### src/rtl/hardtanh_pipe.sv
`default_nettype none
// ============================================================================
// Module      : hardtanh_pipe
// Description : Two-stage streaming HardTanh. Stage 1 clamps each lane to the
//               per-tensor bounds [cfg_min, cfg_max] latched on beat 0 and
//               counts clamped lanes. Stage 2 requantises from the input
//               fixed-point format to the output format with round-half-up
//               and signed saturation.
// Ports       : clk, rst (async, active-low)
//               cfg_min / cfg_max           - signed bounds, input format
//               data_in_0 / _valid / _ready - lane-packed input stream
//               data_out_0 / _valid / _ready / _last - lane-packed output stream
//               sat_count                   - clamped elements of last tensor
// Revision    : 1.0 - initial release
// ============================================================================
module hardtanh_pipe #(
    parameter int DATA_IN_0_PRECISION_0       = 8,
    parameter int DATA_IN_0_PRECISION_1       = 4,
    parameter int DATA_OUT_0_PRECISION_0      = 8,
    parameter int DATA_OUT_0_PRECISION_1      = 4,
    parameter int DATA_IN_0_TENSOR_SIZE_DIM_0 = 8,
    parameter int DATA_IN_0_TENSOR_SIZE_DIM_1 = 1,
    parameter int DATA_IN_0_PARALLELISM_DIM_0 = 1,
    parameter int DATA_IN_0_PARALLELISM_DIM_1 = 1
) (
    input  logic clk,
    input  logic rst,
    input  logic [DATA_IN_0_PRECISION_0-1:0] cfg_min,
    input  logic [DATA_IN_0_PRECISION_0-1:0] cfg_max,
    input  logic [DATA_IN_0_PARALLELISM_DIM_0*DATA_IN_0_PARALLELISM_DIM_1*DATA_IN_0_PRECISION_0-1:0] data_in_0,
    input  logic data_in_0_valid,
    output logic data_in_0_ready,
    output logic [DATA_IN_0_PARALLELISM_DIM_0*DATA_IN_0_PARALLELISM_DIM_1*DATA_OUT_0_PRECISION_0-1:0] data_out_0,
    output logic data_out_0_valid,
    input  logic data_out_0_ready,
    output logic data_out_0_last,
    output logic [$clog2(DATA_IN_0_TENSOR_SIZE_DIM_0*DATA_IN_0_TENSOR_SIZE_DIM_1+1)-1:0] sat_count
);

    localparam int IN_W      = DATA_IN_0_PRECISION_0;
    localparam int OUT_W     = DATA_OUT_0_PRECISION_0;
    localparam int N         = DATA_IN_0_PARALLELISM_DIM_0 * DATA_IN_0_PARALLELISM_DIM_1;
    localparam int B         = (DATA_IN_0_TENSOR_SIZE_DIM_0 / DATA_IN_0_PARALLELISM_DIM_0) *
                               (DATA_IN_0_TENSOR_SIZE_DIM_1 / DATA_IN_0_PARALLELISM_DIM_1);
    localparam int TOTAL     = DATA_IN_0_TENSOR_SIZE_DIM_0 * DATA_IN_0_TENSOR_SIZE_DIM_1;
    localparam int SAT_W     = $clog2(TOTAL + 1);
    localparam int BEAT_W    = (B > 1) ? $clog2(B) : 1;
    localparam int SHIFT     = DATA_IN_0_PRECISION_1 - DATA_OUT_0_PRECISION_1;
    localparam int ABS_SHIFT = (SHIFT < 0) ? -SHIFT : SHIFT;
    // Wide enough for the shifted value, the rounding add and the OUT_W limits.
    localparam int WIDE_W    = (((IN_W + ABS_SHIFT) > OUT_W) ? (IN_W + ABS_SHIFT) : OUT_W) + 2;

    localparam logic [BEAT_W-1:0]        LAST_BEAT = BEAT_W'(B - 1);
    localparam logic signed [WIDE_W-1:0] OUT_MAX   = (WIDE_W'(1) << (OUT_W - 1)) - WIDE_W'(1);
    localparam logic signed [WIDE_W-1:0] OUT_MIN   = ~OUT_MAX;

    // ------------------------------------------------------------------------
    // State
    // ------------------------------------------------------------------------
    logic [BEAT_W-1:0]     in_cnt_q,   in_cnt_d;
    logic [BEAT_W-1:0]     out_cnt_q,  out_cnt_d;
    logic [IN_W-1:0]       min_q,      min_d;
    logic [IN_W-1:0]       max_q,      max_d;
    logic [SAT_W-1:0]      acc_q,      acc_d;
    logic                  s1_valid_q, s1_valid_d;
    logic [N*IN_W-1:0]     s1_data_q,  s1_data_d;
    logic [SAT_W-1:0]      s1_total_q, s1_total_d;
    logic                  s2_valid_q, s2_valid_d;
    logic [N*OUT_W-1:0]    s2_data_q,  s2_data_d;
    logic [SAT_W-1:0]      s2_total_q, s2_total_d;
    logic [SAT_W-1:0]      sat_q,      sat_d;

    // ------------------------------------------------------------------------
    // Handshake: a stage may load when its successor is empty or draining.
    // ------------------------------------------------------------------------
    logic w_s2_adv, w_s1_adv, w_accept, w_out_fire, w_first;

    assign w_s2_adv   = !s2_valid_q || data_out_0_ready;
    assign w_s1_adv   = !s1_valid_q || w_s2_adv;
    assign w_accept   = data_in_0_valid && w_s1_adv;
    assign w_out_fire = s2_valid_q && data_out_0_ready;
    assign w_first    = (in_cnt_q == '0);

    // rst only gates the visible ready; internal flops are held by reset anyway.
    assign data_in_0_ready  = rst && w_s1_adv;
    assign data_out_0       = s2_data_q;
    assign data_out_0_valid = s2_valid_q;
    assign data_out_0_last  = s2_valid_q && (out_cnt_q == LAST_BEAT);
    assign sat_count        = sat_q;

    // Beat 0 uses the live bounds; later beats use the copy latched on beat 0.
    logic signed [IN_W-1:0] w_lo, w_hi;
    assign w_lo = w_first ? cfg_min : min_q;
    assign w_hi = w_first ? cfg_max : max_q;

    // ------------------------------------------------------------------------
    // Stage 1 combinational: clamp and saturation flags per lane
    // ------------------------------------------------------------------------
    logic [N*IN_W-1:0] w_clamp;
    logic [N-1:0]      w_lane_sat;
    logic [SAT_W-1:0]  w_beat_sat;

    for (genvar l = 0; l < N; l++) begin : g_clamp
        logic signed [IN_W-1:0] w_x;
        assign w_x = data_in_0[l*IN_W +: IN_W];
        assign w_lane_sat[l] = (w_x < w_lo) || (w_x > w_hi);
        // With inverted bounds min(max(x,lo),hi) collapses to hi.
        assign w_clamp[l*IN_W +: IN_W] = (w_lo > w_hi) ? w_hi :
                                         (w_x < w_lo)  ? w_lo :
                                         (w_x > w_hi)  ? w_hi : w_x;
    end

    always_comb begin
        w_beat_sat = '0;
        for (int l = 0; l < N; l++) begin
            w_beat_sat = w_beat_sat + SAT_W'(w_lane_sat[l]);
        end
    end

    // ------------------------------------------------------------------------
    // Stage 2 combinational: requantise and saturate per lane
    // ------------------------------------------------------------------------
    logic [N*OUT_W-1:0] w_req;

    for (genvar l = 0; l < N; l++) begin : g_req
        logic signed [WIDE_W-1:0] w_ext;
        logic signed [WIDE_W-1:0] w_scaled;
        logic [IN_W-1:0]          w_y;

        assign w_y   = s1_data_q[l*IN_W +: IN_W];
        assign w_ext = {{(WIDE_W-IN_W){w_y[IN_W-1]}}, w_y};

        if (SHIFT > 0) begin : g_rnd
            localparam logic signed [WIDE_W-1:0] HALF = WIDE_W'(1) << (SHIFT - 1);
            logic signed [WIDE_W-1:0] w_sum;
            assign w_sum    = w_ext + HALF;
            assign w_scaled = w_sum >>> SHIFT;
        end else if (SHIFT < 0) begin : g_shl
            assign w_scaled = w_ext <<< ABS_SHIFT;
        end else begin : g_pass
            assign w_scaled = w_ext;
        end

        assign w_req[l*OUT_W +: OUT_W] = (w_scaled > OUT_MAX) ? OUT_MAX[OUT_W-1:0] :
                                         (w_scaled < OUT_MIN) ? OUT_MIN[OUT_W-1:0] :
                                         w_scaled[OUT_W-1:0];
    end

    // ------------------------------------------------------------------------
    // Next-state logic
    // ------------------------------------------------------------------------
    always_comb begin
        in_cnt_d   = in_cnt_q;
        out_cnt_d  = out_cnt_q;
        min_d      = min_q;
        max_d      = max_q;
        acc_d      = acc_q;
        s1_valid_d = s1_valid_q;
        s1_data_d  = s1_data_q;
        s1_total_d = s1_total_q;
        s2_valid_d = s2_valid_q;
        s2_data_d  = s2_data_q;
        s2_total_d = s2_total_q;
        sat_d      = sat_q;

        if (w_accept) begin
            in_cnt_d = (in_cnt_q == LAST_BEAT) ? '0 : in_cnt_q + BEAT_W'(1);
            if (w_first) begin
                min_d = cfg_min;
                max_d = cfg_max;
            end
            // The running total travels with each beat; only the last beat's
            // copy is ever loaded into sat_count. The accumulator restarts
            // as soon as the last beat is in, so the next tensor starts clean.
            acc_d = (in_cnt_q == LAST_BEAT) ? '0 : acc_q + w_beat_sat;
        end

        if (w_s1_adv) begin
            s1_valid_d = w_accept;
            if (w_accept) begin
                s1_data_d  = w_clamp;
                s1_total_d = acc_q + w_beat_sat;
            end
        end

        if (w_s2_adv) begin
            s2_valid_d = s1_valid_q;
            if (s1_valid_q) begin
                s2_data_d  = w_req;
                s2_total_d = s1_total_q;
            end
        end

        if (w_out_fire) begin
            out_cnt_d = (out_cnt_q == LAST_BEAT) ? '0 : out_cnt_q + BEAT_W'(1);
            if (out_cnt_q == LAST_BEAT) begin
                sat_d = s2_total_q;
            end
        end
    end

    always_ff @(posedge clk or negedge rst) begin
        if (!rst) begin
            in_cnt_q   <= '0;
            out_cnt_q  <= '0;
            min_q      <= '0;
            max_q      <= '0;
            acc_q      <= '0;
            s1_valid_q <= 1'b0;
            s1_data_q  <= '0;
            s1_total_q <= '0;
            s2_valid_q <= 1'b0;
            s2_data_q  <= '0;
            s2_total_q <= '0;
            sat_q      <= '0;
        end else begin
            in_cnt_q   <= in_cnt_d;
            out_cnt_q  <= out_cnt_d;
            min_q      <= min_d;
            max_q      <= max_d;
            acc_q      <= acc_d;
            s1_valid_q <= s1_valid_d;
            s1_data_q  <= s1_data_d;
            s1_total_q <= s1_total_d;
            s2_valid_q <= s2_valid_d;
            s2_data_q  <= s2_data_d;
            s2_total_q <= s2_total_d;
            sat_q      <= sat_d;
        end
    end

endmodule
`default_nettype wire

### config.mk
export PLATFORM = sky130hd
export DESIGN_NAME = hardtanh_pipe
export DESIGN_NICKNAME = d
export VERILOG_FILES = /design/src/rtl/hardtanh_pipe.sv
export SDC_FILE = /design/constraint.sdc
export NUM_CORES = 1
export LEC_CHECK = 0
export ABC_AREA = 1
export CAP_MARGIN = 20
export CORE_MARGIN = 10
export CORE_UTILIZATION = 44
export CTS_CLUSTER_SIZE = 8
export DETAILED_ROUTE_END_ITERATION = 16
export PLACE_DENSITY = 0.69
export SLEW_MARGIN = 20
export SYNTH_ARGS = -nofsm -noshare
export SYNTH_HDL_FRONTEND = slang
export SYNTH_SLANG_ARGS = --single-unit
### constraint.sdc
create_clock -name clk -period 4.38 [get_ports clk]
set_clock_uncertainty 0.2 [all_clocks]
set_input_delay 0.438 -clock clk [delete_from_list [all_inputs] [get_ports clk]]
set_output_delay 0.438 -clock clk [all_outputs]
set_load 0.1 [all_outputs]
# Word-level counts from Yosys, hierarchy flattened
# Index checks and enable logic that the tools add are counted.
# classes
add_sub_neg,3
n_lt_le_gt_ge,5
n_eq_ne,2
mux,10
n_reduce_logical,13
# op_table
operator,count
$mux W8,7
$gt A8 B8 Y1,2
$gt A8 B8 Y1 const B,1
$lt A8 B8 Y1,1
$lt A8 B8 Y1 const B,1
$add A3 B1 Y3 const B,2
$eq A3 B3 Y1 const B,2
$mux W3,2
$reduce_and A2 Y1,3
$add A4 B1 Y4,1
$logic_and A1 B1 Y1,4
$mux W4,1
$logic_not A3 Y1,1
$logic_or A1 B1 Y1,3
$logic_not A1 Y1,2
# word_totals
register_bits,56
in_bits,28
out_inout_bits,15
elab_cells,45

# Logic depth before layout (Yosys ltp)
# Gate-level depths: netlist of run 1.
# depth
word_depth,6
ltp_mapped,24
depth_no_buf,23

# Worst setup path before layout of run 1
# Ideal clock, no wire load.
# synth_path
path_type,register to register
start,register in_cnt_q[0]
end,register acc_q[2]
t_arrival_ns,3.270
required_time_ns,4.097
slack_ns,0.827
path_stages_with_launch,20
n_path_buf,3
cell_sequence,dfrtp_1 inv_1 ha_1 nand2_2 buf_8 clkbuf_1 o21ai_0 ha_1 a21oi_1 nor2_1 a211oi_1 nand3b_1 nand2_2 buf_6 nand2_1 ha_1 ha_1 xor2_1 nand2_1 o21ai_0
# synth_between
elab_chain_cells,6
word_cells_on_any_way,9
cone_classes,add/sub (1); order compare (2); eq/ne (1); mux (3); reduce/logical (2)
# synth_rtl
item,line,rtl
"start, declared",60,"logic [BEAT_W-1:0] in_cnt_q, in_cnt_d;"
"start signal, assigned",217,in_cnt_q <= in_cnt_d;
$logic_not A3 Y1,82,assign w_first = (in_cnt_q == '0);
$mux W8,-,
$lt A8 B8 Y1 or $gt A8 B8 Y1 (tied branches),106,assign w_lane_sat[l] = (w_x < w_lo) || (w_x > w_hi);
$logic_or A1 B1 Y1,106,
$add A4 B1 Y4,175,acc_d = (in_cnt_q == LAST_BEAT) ? '0 : acc_q + w_beat_sat;
$mux W4 *,175,
"end signal, assigned",208,acc_q <= '0;
"end signal, assigned",221,acc_q <= acc_d;
"end, declared",64,"logic [SAT_W-1:0] acc_q, acc_d;"
# Every way passes the cells marked *; elsewhere a longest branch is shown, timed or not.
# A chain may end at the register's enable or synchronous reset.

# Final worst setup path of run 1
# layout_path
start,register in_cnt_q[0]
end,register s1_total_q[2]
# layout_between
elab_chain_cells,5
word_cells_on_any_way,7
cone_classes,add/sub (1); order compare (2); mux (2); reduce/logical (2)
# layout_rtl
item,line,rtl
$logic_not A3 Y1 *,82,
$mux W8,-,
$lt A8 B8 Y1 or $gt A8 B8 Y1 (tied branches),106,
$logic_or A1 B1 Y1 *,106,
$add A4 B1 Y4 *,182,s1_total_d = acc_q + w_beat_sat;
"end signal, assigned",224,s1_total_q <= s1_total_d;
"end, declared",67,"logic [SAT_W-1:0] s1_total_q, s1_total_d;"
# Marked as above.

==> impl_metrics.yaml, run 1 <==
outcome:
  status: "finished clean"
timing:
  max_slew.worst_pin.slew_ns: 0.987
  rsz0062_at_grt: "false"
  finalCriticalPeriod_ns: 3.87
  hold_viol_final: 0
  setup_violations: 0
  setup_tns_ns: 0
  finalMaxSlewViolations: 0
  relSlewSlack_pct: 34.0
  finalCritPeriodShare_pct: 88.4
  fmax_mhz: 258
global_routing:
  overflow: 0
  track_usage_pct: 13.6
  grt_antenna_before_repair: 0
  grt_pass1_vias: 2723
  grt_pass1_wl_mm: 13.3
  grt_max_degree: 57
placed_design:
  place.gp.congestion: 0.878
  dp_hpwl_mm: 6.05
  io_buffer_count: 42
die:
  dieArea_sq_mm: 0.0121
  start_util_pct: 45.5
  rows: 32
  coreArea_sq_mm: 0.00781
  die_h_um: 110
  ioPinCount: 43
  die_w_um: 110
setup_path:
  r2r_end: "s1_total_q[2]"
  rrSetupSlack_ns: 0.51
  reg2reg_depth: 16
  cp_data_arrival_time_ns: 3.84
  path_max_fanout: 20
  required_ns: 4.34
  path_class: "reg2reg"
  cp-start-kind: "register"
  r2r-start: "in_cnt_q[0]"
  end_kind: "register"
cts:
  clock_path_buffers: 2
  cts.htree.levels: 2
  hold_buffers: 0
  clkTransAtPathRegs_ns: 0.10
  clk_latency_ns: 0.31
  cts.sinks: 56
  cts_buffers: 5
  clk_root_buffer_cell: "clkbuf_8"
  cts_tree: "yes"
logic_synthesis:
  synth_fp_nets: 491
  avgSynthCellArea_sq_um: 8.13
  synth-async-reset-ratio_pct: 100
  netlist_top_cells_count: "nand2_1, inv_1, dfrtp_1"
  yosys_register_bits: 56
  ys_types: 31
  yosys.area.top_type: "dfrtp_1"
  synth.area.top_cells: "dfrtp_1, nand2_1, ha_1"
  syn_area_sq_mm: 0.00355
  synthCells: 437
  yosys_warnings: 0
  synth.top_cell.area_share_pct: 39.5
  synth_edf_count: 0
  yosysMostFrequentCell: "nand2_1"
  synth_ff_type: "dfrtp_1"
  ys_seq_area_share_pct: 39.5
finish:
  regArea_sq_mm: 0.00140
  drive_gt1_share_pct: 15.8
  fin_nets: 534
  syn_to_final_growth_pct: 17.1
  diodes: 0
  n_fill_cell: 734
  multiInputGateArea_sq_mm: 0.00180
run:
  drv_cap: 0
drt:
  drc: 0
  vias: 2877
  routed_wl_mm: 7.82
  ant_nets: 0
  vias_per_cell: 4.93
  drtIter0Drc: 168
  first_pass_iters: 4
  wire_per_inst_um: 13.4
hold_path:
  hp-class: "in2async"
-- registers in the layout (all words and copies together), names as in the netlist --
name / cells
data_out_0: 8
g_req.w_y: 8
max_q: 8
min_q: 8
acc_q: 4
s1_total_q: 4
s2_total_q: 4
sat_count: 4
in_cnt_q: 3
out_cnt_q: 3
data_out_0_valid: 1
s1_valid_q: 1
-- final cells by class --
cell class | instances | area share [%]
Clock buffer | 5 | 1.65
Clock inverter | 3 | 0.662
Inverter | 72 | 6.50
Multi-Input combinational cell | 296 | 43.2
Sequential cell | 56 | 33.7
Tap cell | 102 | 3.07
Timing Repair Buffer | 49 | 11.3
-- worst max-delay path by stage --
| stage | startpoint | to | depth (start not counted) |
|---|---|---|---|
| after floorplan | in_cnt_q[0] | acc_q[2] | 19 |
| after global placement | in_cnt_q[0] | s1_total_q[2] | 16 |
| after detailed placement | in_cnt_q[0] | s1_total_q[2] | 16 |
| after CTS | in_cnt_q[0] | s1_total_q[2] | 16 |
| after global routing | in_cnt_q[0] | s1_total_q[2] | 16 |
| final | in_cnt_q[0] | s1_total_q[2] | 16 |
-- worst max-delay path, stage by stage (launching register included) --
cell      delay (ns)
dfrtp_1         0.41
inv_1           0.08
ha_1            0.23
nand2_2         0.30
o21ai_1         0.40
ha_1            0.31
a21oi_1         0.14
nor2_1          0.06
a211oi_1        0.28
nand3b_1        0.18
nand2_2         0.29
nand2_1         0.11
ha_1            0.20
ha_1            0.19
xor2_1          0.14
nand2_1         0.07
o21ai_0         0.11
-- stage by stage --
stage	std cells	hold slack, ns	util, %	cell area [sq um]	setup slack, ns
after floorplan	437	-0.0576	-	3550	0.827
after global placement	575	0.259	52.0	4060	0.573
after detailed placement	575	0.266	52.0	4060	0.335
after CTS	583	0.109	53.3	4160	0.322
after global routing	583	0.139	53.3	4160	0.0898
final	583	0.0744	53.3	4160	0.506
-- cells in the final DEF, fill, tap and decap left out, drive strengths merged, types with 4 or more instances in the layout --
cell type and n:
or2 8, mux2 12, o21ai 58, a21oi 5
nand3 30, nand2 126, nand3b 4, dfrtp 56
buf 8, nor2 12, nand4 4, clkbuf 5
ha 26, inv 73, clkdlybuf4s50 41
-- logic make-up (layout without fill, tap and decap cells) --
kind of cell | Yosys count | in the layout | synth area share [%]
AND/OR/NAND/NOR | 184 | 184 | 24.9
buffers and inverters | 85 | 129 | 9.97
AO/OA/AOI/OAI | 72 | 72 | 12.2
flip-flops | 56 | 56 | 39.5
adder cells (fa/ha/maj) | 26 | 26 | 9.16
multiplexers | 12 | 12 | 3.81
XOR/XNOR | 2 | 2 | 0.493
-- timing repair --
action	in CTS	in global routing
endpoints found under the setup margin	0	2
resized for setup	0	3
hold endpoints to repair	0	0
setup buffers	0	0
-- routing by layer --
| metal | vias up | track usage, % | part of all wire, % |
|---|---|---|---|
| met5 | - | 0 | 0 |
| met4 | 0 | 4.83 | 2.1 |
| met3 | 11 | 2.05 | 5.6 |
| met2 | 66 | 21.0 | 44 |
| met1 | 1316 | 18.9 | 48 |
| li1 | 1484 | - | - |
Power of run 1 is left out: the tool's default activity adds up to more than one toggle a clock period on the data nets, which glitch-free logic cannot reach.
==> inputs of run 2 (changes only) <==
==> constraint.sdc (replaced) <==
create_clock -name clk -period 4.5 [get_ports clk]
set_clock_uncertainty 0.2 [all_clocks]
set_input_delay 0.45 -clock clk [delete_from_list [all_inputs] [get_ports clk]]
set_output_delay 0.45 -clock clk [all_outputs]
set_load 0.1 [all_outputs]
==> run 2 against run 1 <==
Worst hold slack improved by 0.0094 ns; flip-flop and latch count stayed put; utilization down 0.080 points; critical path depth unchanged; global-route usage decreased by 0.076 points.
==> impl_metrics.yaml, run 2 (synthesis gave the netlist of run 1 again) <==
outcome:
  status: "finished clean"
drt:
  drc: 0
  vias_per_cell: 4.91
  drtIter0Drc: 141
  ant_nets: 0
  wire_per_inst_um: 13.6
  first_pass_iters: 4
  vias: 2865
  routed_wl_mm: 7.91
finish:
  mostFrequentLayoutCells: "nand2_1, inv_1, dfrtp_1, o21ai_0, clkdlybuf4s50_1"
  final_common_cell: "nand2_1"
  syn_to_final_growth_pct: 16.9
  drive_gt1_share_pct: 15.8
  diodes: 0
  fin_nets: 534
setup_path:
  path_max_fanout: 20
  critical-path-max-stage-delay_ns: 0.58
  cp_slowest_cell: "o21ai_0"
  path_class: "reg2reg"
  cpMostUsedCell: "ha_1"
  cp_data_arrival_time_ns: 4.13
  end_kind: "register"
  crit_chain: "inv_1, ha_1, nand2_2, o21ai_0, ha_1, a21oi_1, nor2_1, a211oi_1, nand3b_1, nand2_2, nand2_1, ha_1, ha_1, xor2_1, nand2_1, o21ai_0"
  crit_buf_inv: 1
  critPathTopFamily: "compound AO/OA/AOI/OAI gates"
  required_ns: 4.54
  cp-start-kind: "register"
timing:
  fmax_mhz: 244
  finalMaxSlewViolations: 0
  timing.hold.ws_ns: 0.0838
  max_slew.worst_pin.slew_ns: 0.991
  finalCritPeriodShare_pct: 91.1
  rsz0062_at_grt: "false"
  relSlewSlack_pct: 33.7
  setup_violations: 0
  hold_viol_final: 0
  finalCriticalPeriod_ns: 4.10
  setup_tns_ns: 0
global_routing:
  overflow: 0
  grt_pass1_vias: 2784
  track_usage_pct: 13.5
  grt_pass1_wl_mm: 13.2
  grt_antenna_before_repair: 0
  grt_max_degree: 57
cts:
  cts.htree.levels: 2
  clkTransAtPathRegs_ns: 0.10
  cts_resized: 0
  hold_buffers: 0
  cts.sinks: 56
  cts_tree: "yes"
  clk_latency_ns: 0.32
  clock_path_buffers: 2
  cts_setup_buffers: 0
  clk_root_buffer_cell: "clkbuf_8"
  cts_buffers: 5
placed_design:
  io_buffer_count: 42
  dp_hpwl_mm: 6.03
  place.gp.congestion: 0.877
die:
  ioPinCount: 43
  die_h_um: 110
  coreArea_sq_mm: 0.00781
  die_w_um: 110
  start_util_pct: 45.5
  dieArea_sq_mm: 0.0121
  rows: 32
hold_path:
  hp-class: "in2async"
run:
  drv_cap: 0
-- run 2: cell counts in the layout (fill, tap and decap cells not counted) --
Identical to the previous run, type by type.
-- run 2: worst paths after layout --
path / start / slack (ns) / end / cells after the start
min reg2reg: g_req[0].w_y[7] / 0.29 / g_req[0].w_y[7] / 2
max: in_cnt_q[0] / 0.40 / acc_q[2] / 16
max in group asynchronous: rst / 3.55 / data_out_0[1] / 2
min in group clk: g_req[0].w_y[7] / 0.29 / g_req[0].w_y[7] / 2
min: rst / 0.08 / out_cnt_q[0] / 2
max reg2reg: in_cnt_q[0] / 0.40 / acc_q[2] / 16
-- run 2: final cells by class --
| cell class | count | area, sq um |
|---|---|---|
| inverters | 72 | 270 |
| repair buffers | 49 | 468 |
| clock inverters | 3 | 21.3 |
| fillers | 748 | 3650 |
| clock buffers | 5 | 68.8 |
| flip-flops and latches | 56 | 1400 |
| well taps | 102 | 128 |
| multi-input cells | 296 | 1800 |
-- run 2: stage by stage --
stage               instances  utilization [%]  setup slack (ns)  cell area, sq um
floorplan                 437                -             0.947              3550
global placement          575             52.0             0.717              4060
detailed placement        575             52.0             0.499              4060
CTS                       583             53.2             0.417              4150
global route              583             53.2           0.00722              4150
finish                    583             53.2             0.402              4150
-- run 2: metal layers --
layer,vias to the layer above,GRT usage [%],wire length [um]
li1,1485,-,-
met1,1321,18.8,3700
met2,54,21.3,3650
met3,5,2.34,480
met4,0,3.35,73
met5,-,0,0
Power of run 2 is left out for the same reason.
